File: src/rtl/div_unit.sv
// Multicycle signed restoring divider: quotient on lo_out, remainder on hi_out.
// One quotient bit per cycle on magnitudes, then a final sign-fixup cycle.
module div_unit #(
  parameter int WIDTH = 32
) (
  input  logic                    clk,
  input  logic                    reset,
  input  logic                    div_start,
  input  logic signed [WIDTH-1:0] dividend,
  input  logic signed [WIDTH-1:0] divisor,
  output logic signed [WIDTH-1:0] hi_out,
  output logic signed [WIDTH-1:0] lo_out,
  output logic                    div_busy,
  output logic                    div_done,
  output logic                    div_zero
);

  localparam int CW = (WIDTH > 1) ? $clog2(WIDTH) : 1;
  localparam logic [CW-1:0] CNT_LAST = CW'(WIDTH - 1);

  typedef enum logic [1:0] {
    S_IDLE,
    S_RUN,
    S_SIGN,
    S_ZERO
  } state_t;

  state_t           r_state;
  state_t           w_next;
  logic [CW-1:0]    r_cnt;
  logic [WIDTH-1:0] r_rem;
  logic [WIDTH-1:0] r_quo;
  logic [WIDTH-1:0] r_div;
  logic             r_sign_q;
  logic             r_sign_r;

  logic [WIDTH:0]   w_shift;
  logic             w_ge;
  logic [WIDTH-1:0] w_trial;

  // Magnitude of a two's-complement value; the most negative value maps to 2^(WIDTH-1).
  function automatic logic [WIDTH-1:0] abs_val(input logic signed [WIDTH-1:0] x);
    logic [WIDTH-1:0] u;
    u = x;
    return x[WIDTH-1] ? ((~u) + WIDTH'(1)) : u;
  endfunction

  function automatic logic signed [WIDTH-1:0] apply_sign(input logic neg,
                                                         input logic [WIDTH-1:0] mag);
    return neg ? $signed((~mag) + WIDTH'(1)) : $signed(mag);
  endfunction

  always_ff @(posedge clk) begin
    if (reset) r_state <= S_IDLE;
    else       r_state <= w_next;
  end

  always_comb begin
    w_next = r_state;
    case (r_state)
      S_IDLE: if (div_start) w_next = (divisor == '0) ? S_ZERO : S_RUN;
      S_RUN:  if (r_cnt == '0) w_next = S_SIGN;
      S_SIGN: w_next = S_IDLE;
      S_ZERO: w_next = S_IDLE;
      default: w_next = S_IDLE;
    endcase
  end

  // Restoring step: the shifted partial remainder can need WIDTH+1 bits.
  always_comb begin
    w_shift = {r_rem, r_quo[WIDTH-1]};
    w_ge    = (w_shift >= {1'b0, r_div});
    w_trial = w_shift[WIDTH-1:0] - r_div;
  end

  always_ff @(posedge clk) begin
    if (reset) begin
      r_cnt    <= '0;
      hi_out   <= '0;
      lo_out   <= '0;
      div_busy <= 1'b0;
      div_done <= 1'b0;
      div_zero <= 1'b0;
    end else begin
      div_done <= 1'b0;
      div_zero <= 1'b0;
      case (r_state)
        S_IDLE: begin
          if (div_start && (divisor != '0)) begin
            r_cnt    <= CNT_LAST;
            div_busy <= 1'b1;
          end
        end
        S_RUN: begin
          if (r_cnt != '0) r_cnt <= r_cnt - CW'(1);
        end
        S_SIGN: begin
          lo_out   <= apply_sign(r_sign_q, r_quo);
          hi_out   <= apply_sign(r_sign_r, r_rem);
          div_busy <= 1'b0;
          div_done <= 1'b1;
        end
        S_ZERO: begin
          div_done <= 1'b1;
          div_zero <= 1'b1;
        end
        default: ;
      endcase
    end
  end

  // Working registers carry no reset; they are fully loaded before every divide.
  always_ff @(posedge clk) begin
    if (r_state == S_IDLE && div_start) begin
      r_rem    <= '0;
      r_quo    <= abs_val(dividend);
      r_div    <= abs_val(divisor);
      r_sign_q <= dividend[WIDTH-1] ^ divisor[WIDTH-1];
      r_sign_r <= dividend[WIDTH-1];
    end else if (r_state == S_RUN) begin
      r_rem <= w_ge ? w_trial : w_shift[WIDTH-1:0];
      r_quo <= {r_quo[WIDTH-2:0], w_ge};
    end
  end

endmodule
File: config.mk
export PLATFORM = sky130hd
export DESIGN_NAME = div_unit
export DESIGN_NICKNAME = d
export VERILOG_FILES = /design/src/rtl/div_unit.sv
export SDC_FILE = /design/constraint.sdc
export NUM_CORES = 1
export LEC_CHECK = 0
export CORE_MARGIN = 2
export CORE_UTILIZATION = 40
export CTS_CLUSTER_DIAMETER = 200
export DETAILED_ROUTE_END_ITERATION = 10
export GPL_ROUTABILITY_DRIVEN = 0
export GPL_TIMING_DRIVEN = 0
export PLACE_DENSITY = 0.65
export SYNTH_ARGS = -nofsm -noshare
export SYNTH_HDL_FRONTEND = slang
export SYNTH_SLANG_ARGS = --single-unit
File: constraint.sdc
create_clock -name clk -period 4.8 [get_ports clk]
set_clock_uncertainty 0.1 [all_clocks]
set_input_delay 1.44 -clock clk [delete_from_list [all_inputs] [get_ports clk]]
set_output_delay 1.44 -clock clk [all_outputs]
set_load 0.005 [all_outputs]
After elaboration in Yosys (flattened, before gate mapping)
Cells that the tools add are included.
- add/subtract/negate cells: 6
- $mul: 0
- div/mod/pow operators: 0
- $lt $le $gt $ge: 1
- equal/unequal tests: 7
- shift-type cells: 0
- mux-type cells: 18
- bitwise logic cells: 5
- reductions and logical operators: 14
- operators with widths (cell ; count):
    32-bit two-way mux ; 6
    32-bit by 1-bit adder with 32-bit output, second input constant ; 4
    32-bit inverter ; 4
    33-bit by 32-bit greater-or-equal comparator with 1-bit output ; 1
    32-bit zero test ; 1
    32-bit nonzero test ; 1
    32-bit subtractor ; 1
    31-bit two-way mux ; 1
    5-bit two-way mux ; 2
    5-bit case mux with 2 select lines ; 1
    2-bit != test, second input constant ; 4
    2-bit two-way mux ; 3
    2-bit case mux with 3 select lines ; 1
    2-bit nonzero test ; 3
    5-bit zero test ; 1
    5-bit nonzero test ; 1
    5-bit by 1-bit subtractor with 5-bit output, second input constant ; 1
    2-bit == test, second input constant ; 2
    2-bit AND reduction ; 2
    1-bit two-way mux ; 3
    3-bit AND reduction ; 1
    2-bit by 1-bit == test with 1-bit output, second input constant ; 1
    1-bit logical AND ; 2
    2-bit zero test ; 1
    other kinds (3) ; 3
- flip-flop bits (word level): 172
- latch bits: 0
- memory bits (writable): 0
- ROM bits: 0
- input port bits: 67
- output and inout port bits: 67
- word-level logic and storage cells: 64
- memories kept: 0

Longest topological paths before layout
- depth after elaboration: 4
- mapped depth: 14
- depth with buffers taken out: 12

Worst setup path before layout
Ideal clock, no wire load.
- kind: input -> register
- start: in divisor[7]
- end: reg r_cnt[1]
- setup time: 0.091 ns
- data arrival time: 3.986 ns
- data required time: 4.609 ns
- path slack: 0.623 ns
- stages: 8
- path buffers: 0
- path through: nor4_1 nand4_1 or4_1 or4_1 or3b_2 nand2_1 nand2_1 a311oi_1
- cells in the longest elaborated chain, start to end: 4
- ends and longest elaborated chain (item ; RTL line ; source):
    start, declared ; 10 ; input logic signed [WIDTH-1:0] divisor,
    32-bit nonzero test ; 89 ; if (div_start && (divisor != '0)) begin
    1-bit logical AND ; 89 ;
    2-bit != test (no source line) ; n/a ;
    3-bit AND reduction (no source line) ; n/a ;
    end signal, assigned ; 95 ; if (r_cnt != '0) r_cnt <= r_cnt - CW'(1);
    end, declared ; 30 ; logic [CW-1:0] r_cnt;
Every way passes these cells.
A chain may end at the register's enable or synchronous reset.

Worst setup path after layout
Same ends and word-level chain as after synthesis.

==> results_dict.tcl <==
set metrics [dict create \
    status "finished clean" \
    worst_path_max_delay_cell "or3b_2" \
    avgViaCountPerCell 5.48 \
    fin_crit_sh_pct 96.7 \
    final_cells 1648 \
    antennaDiodeCount 0 \
    postCtsSetupBuffers 0 \
    synth_ff_type "dfxtp_1" \
    synth_edf_count 66 \
    grt_pass1_wl_mm 43.2 \
    fp.dieH_um 165 \
    crit_path_end_kind "flop" \
    r2r_cells 12 \
    required_ns 5.05 \
    fin_crit_ns 4.64 \
    yosysUniqueCellTypes 63 \
    drive_above_1_share_pct 3.95 \
    cts_sinks 172 \
    fmax_ghz 0.216 \
    holdBufCountCts 0 \
    grt_overflow 0 \
    area_delta_synth_final_pct 22.7 \
    hp-class "reg -> reg" \
    drt_iter0_markers 703 \
    cp_max_fo 5 \
    rsz0062_at_grt "false" \
    clkTransAtPathRegs_ns 0.07 \
    rows 58 \
    clock_latency_ns 0.44 \
    setup_tns_ns 0 \
    syn_nets 1259 \
    grt_antenna_before_repair 0 \
    port-buffer-count 132 \
    fin_area_um2 12700 \
    syn_area_um2 10300 \
    synthArstFlopShare_pct 0 \
    power.density_nw_per_um2 316 \
    dp_cells 1616 \
    ys_seq_area_share_pct 39.7 \
    relSlewSlack_pct 8.25 \
    yosysWarnings 0 \
    min_path_cells 2 \
    crit_arrival_ns 4.89 \
    path_cells "clkdlybuf4s50_1 -> nor4_4 -> nand4_1 -> or4_1 -> or4_1 -> or3b_2 -> nand2_1 -> nand2_1 -> a311oi_1" \
    die_area_um2 27100 \
    ys_ff_latch 172 \
    drv_cap 0 \
    ant_nets 0 \
    grt_max_degree 42 \
    slew_violations 0 \
    placed_area_um2 12100 \
    fin_nets 1411 \
    worst_slew_pin_slew_ns 1.37 \
    die_w_um 165 \
    start_kind "input pin" \
    dr.pass1.iters 6 \
    hold_viol_final 0 \
    synth_area_leaders "dfxtp_1 (21%), edfxtp_1 (19%), xor2_1 (7.7%), xnor2_1 (4.9%), ha_1 (4.6%)" \
    root_buffer "clkbuf_16" \
    cts_tree "yes" \
    setup_violations 0 \
    numCtsBuffers 17 \
    synth_top_cell_area_share_pct 20.5 \
    grt_util_all_layers_pct 20.3 \
    core_area_um2 25300 \
    max_stage_delay_ns 0.58 \
    syn_avg_cell_area_um2 8.96 \
    cts_resized 0 \
    vias 9039 \
    ioPinCount 134 \
    critPathKind "in -> reg" \
    totalPowerFinal_mw 4.01 \
    initial_core_util_pct 40.9 \
    drc 0 \
    yosysTopAreaCell "dfxtp_1" \
    htreeDepth 4 \
    finalWirelength_mm 27.7 \
    grt_pass1_vias 8396 \
    synth_cells 1153 \
    peakVddDrop_uv 232 \
    hpwl_mm 21.4 \
    leakagePower_nw 4.57 \
    wl_per_cell_um 16.8 \
    cts_buffer_depth 2 \
]
metrics by stage:
step	util, %	hold slack [ns]	setup WS (ns)
floorplan	-	0.353	0.623
global placement	47.8	0.349	-0.392
detailed placement	47.9	0.358	-0.439
CTS	50.1	0.368	0.00521
global route	50.2	0.389	0.0240
finish	50.2	0.369	0.161
synthesized netlist by cell type, drive strengths merged, types with 2 or more instances:
cell,instances
a22o,4
nand3b,2
nand2,93
nand2b,7
inv,53
nor4,10
nor2b,10
buf,5
and2,5
o41ai,24
o21bai,10
nand3,20
nor2,117
dfxtp,106
nand4,7
clkbuf,54
xor2,91
a221o,2
a21o,11
edfxtp,66
o32ai,2
or4,20
nor3b,2
o21ai,73
or3,14
o31ai,34
ha,38
or2,4
o21a,5
nor3,10
o311ai,7
a311oi,3
and3,4
a211oi,62
mux2i,25
a41oi,3
a21oi,69
xnor2,58
o211ai,2
a31oi,4
final cells by class:
cell class | count | area, um2
plain buffers | 59 | 225
clock buffers | 18 | 450
clock inverters | 14 | 123
fillers | 2420 | 12600
inverters | 53 | 199
multi-input cells | 869 | 5820
flip-flops and latches | 172 | 4100
well taps | 330 | 413
repair buffers | 133 | 1340
placed cells by master (no fill, tap or decap), types with 25 or more instances in the layout:
cell / count
o31ai_1: 33
mux2i_1: 25
a211oi_1: 61
xor2_1: 91
edfxtp_1: 66
o21ai_0: 73
dfxtp_1: 106
clkbuf_1: 53
ha_1: 38
nor2_1: 117
a21oi_1: 69
xnor2_1: 58
inv_1: 53
nand2_1: 93
clkdlybuf4s50_1: 132
flip-flops by register name (all words and copies together) (netlist names), 2 cells and up:
signal,flops
r_state,2
hi_out,32
r_cnt,5
r_quo,32
r_rem,32
r_div,32
lo_out,32
cell families after synthesis:
group                    after synthesis  synth area share (%)
AND/OR/NAND/NOR                      330                  15.1
buffers and inverters                112                  4.09
flip-flops                           172                  39.7
XOR/XNOR                             149                  12.6
adder cells (fa/ha/maj)               39                  4.80
multiplexers                          26                  2.53
AO/OA/AOI/OAI                        325                  21.1
report_power, final:
group	leakage (nW)	internal [mW]	switching [mW]	total, mW
Sequential	1.50	1.67	0.106	1.77
Clock	0.279	0.716	0.656	1.37
Combinational	2.80	0.370	0.495	0.865
critical path: cells and delay by family:
kind | cells | cell delay [ns]
compound gates | 1 | 0.29
buf+inv | 1 | 0.51
simple gates | 7 | 2.65
path summary, 6_finish.rpt:
kind | from | slack, ns | end
min | div_busy$_SDFFE_PP0P_ | 0.37 | div_busy$_SDFFE_PP0P_
max reg2reg | r_rem[14]$_SDFFE_PP0P_ | 0.60 | r_rem[27]$_SDFFE_PP0P_
min reg2reg | div_busy$_SDFFE_PP0P_ | 0.37 | div_busy$_SDFFE_PP0P_
max | divisor[7] | 0.16 | r_cnt[1]$_SDFFE_PP0P_
metal layers:
| layer | track usage (%) | vias up | share of wire, % | wire length (um) |
|---|---|---|---|---|
| met1 | 28.1 | 4225 | 47 | 13100 |
| li1 | - | 4518 | - | - |
| met5 | 0 | - | 0 | 0 |
| met2 | 32.9 | 265 | 46 | 12600 |
| met3 | 3.19 | 31 | 5.6 | 1560 |
| met4 | 5.38 | 0 | 1.5 | 419 |
Power figures use the tool's default switching activity.
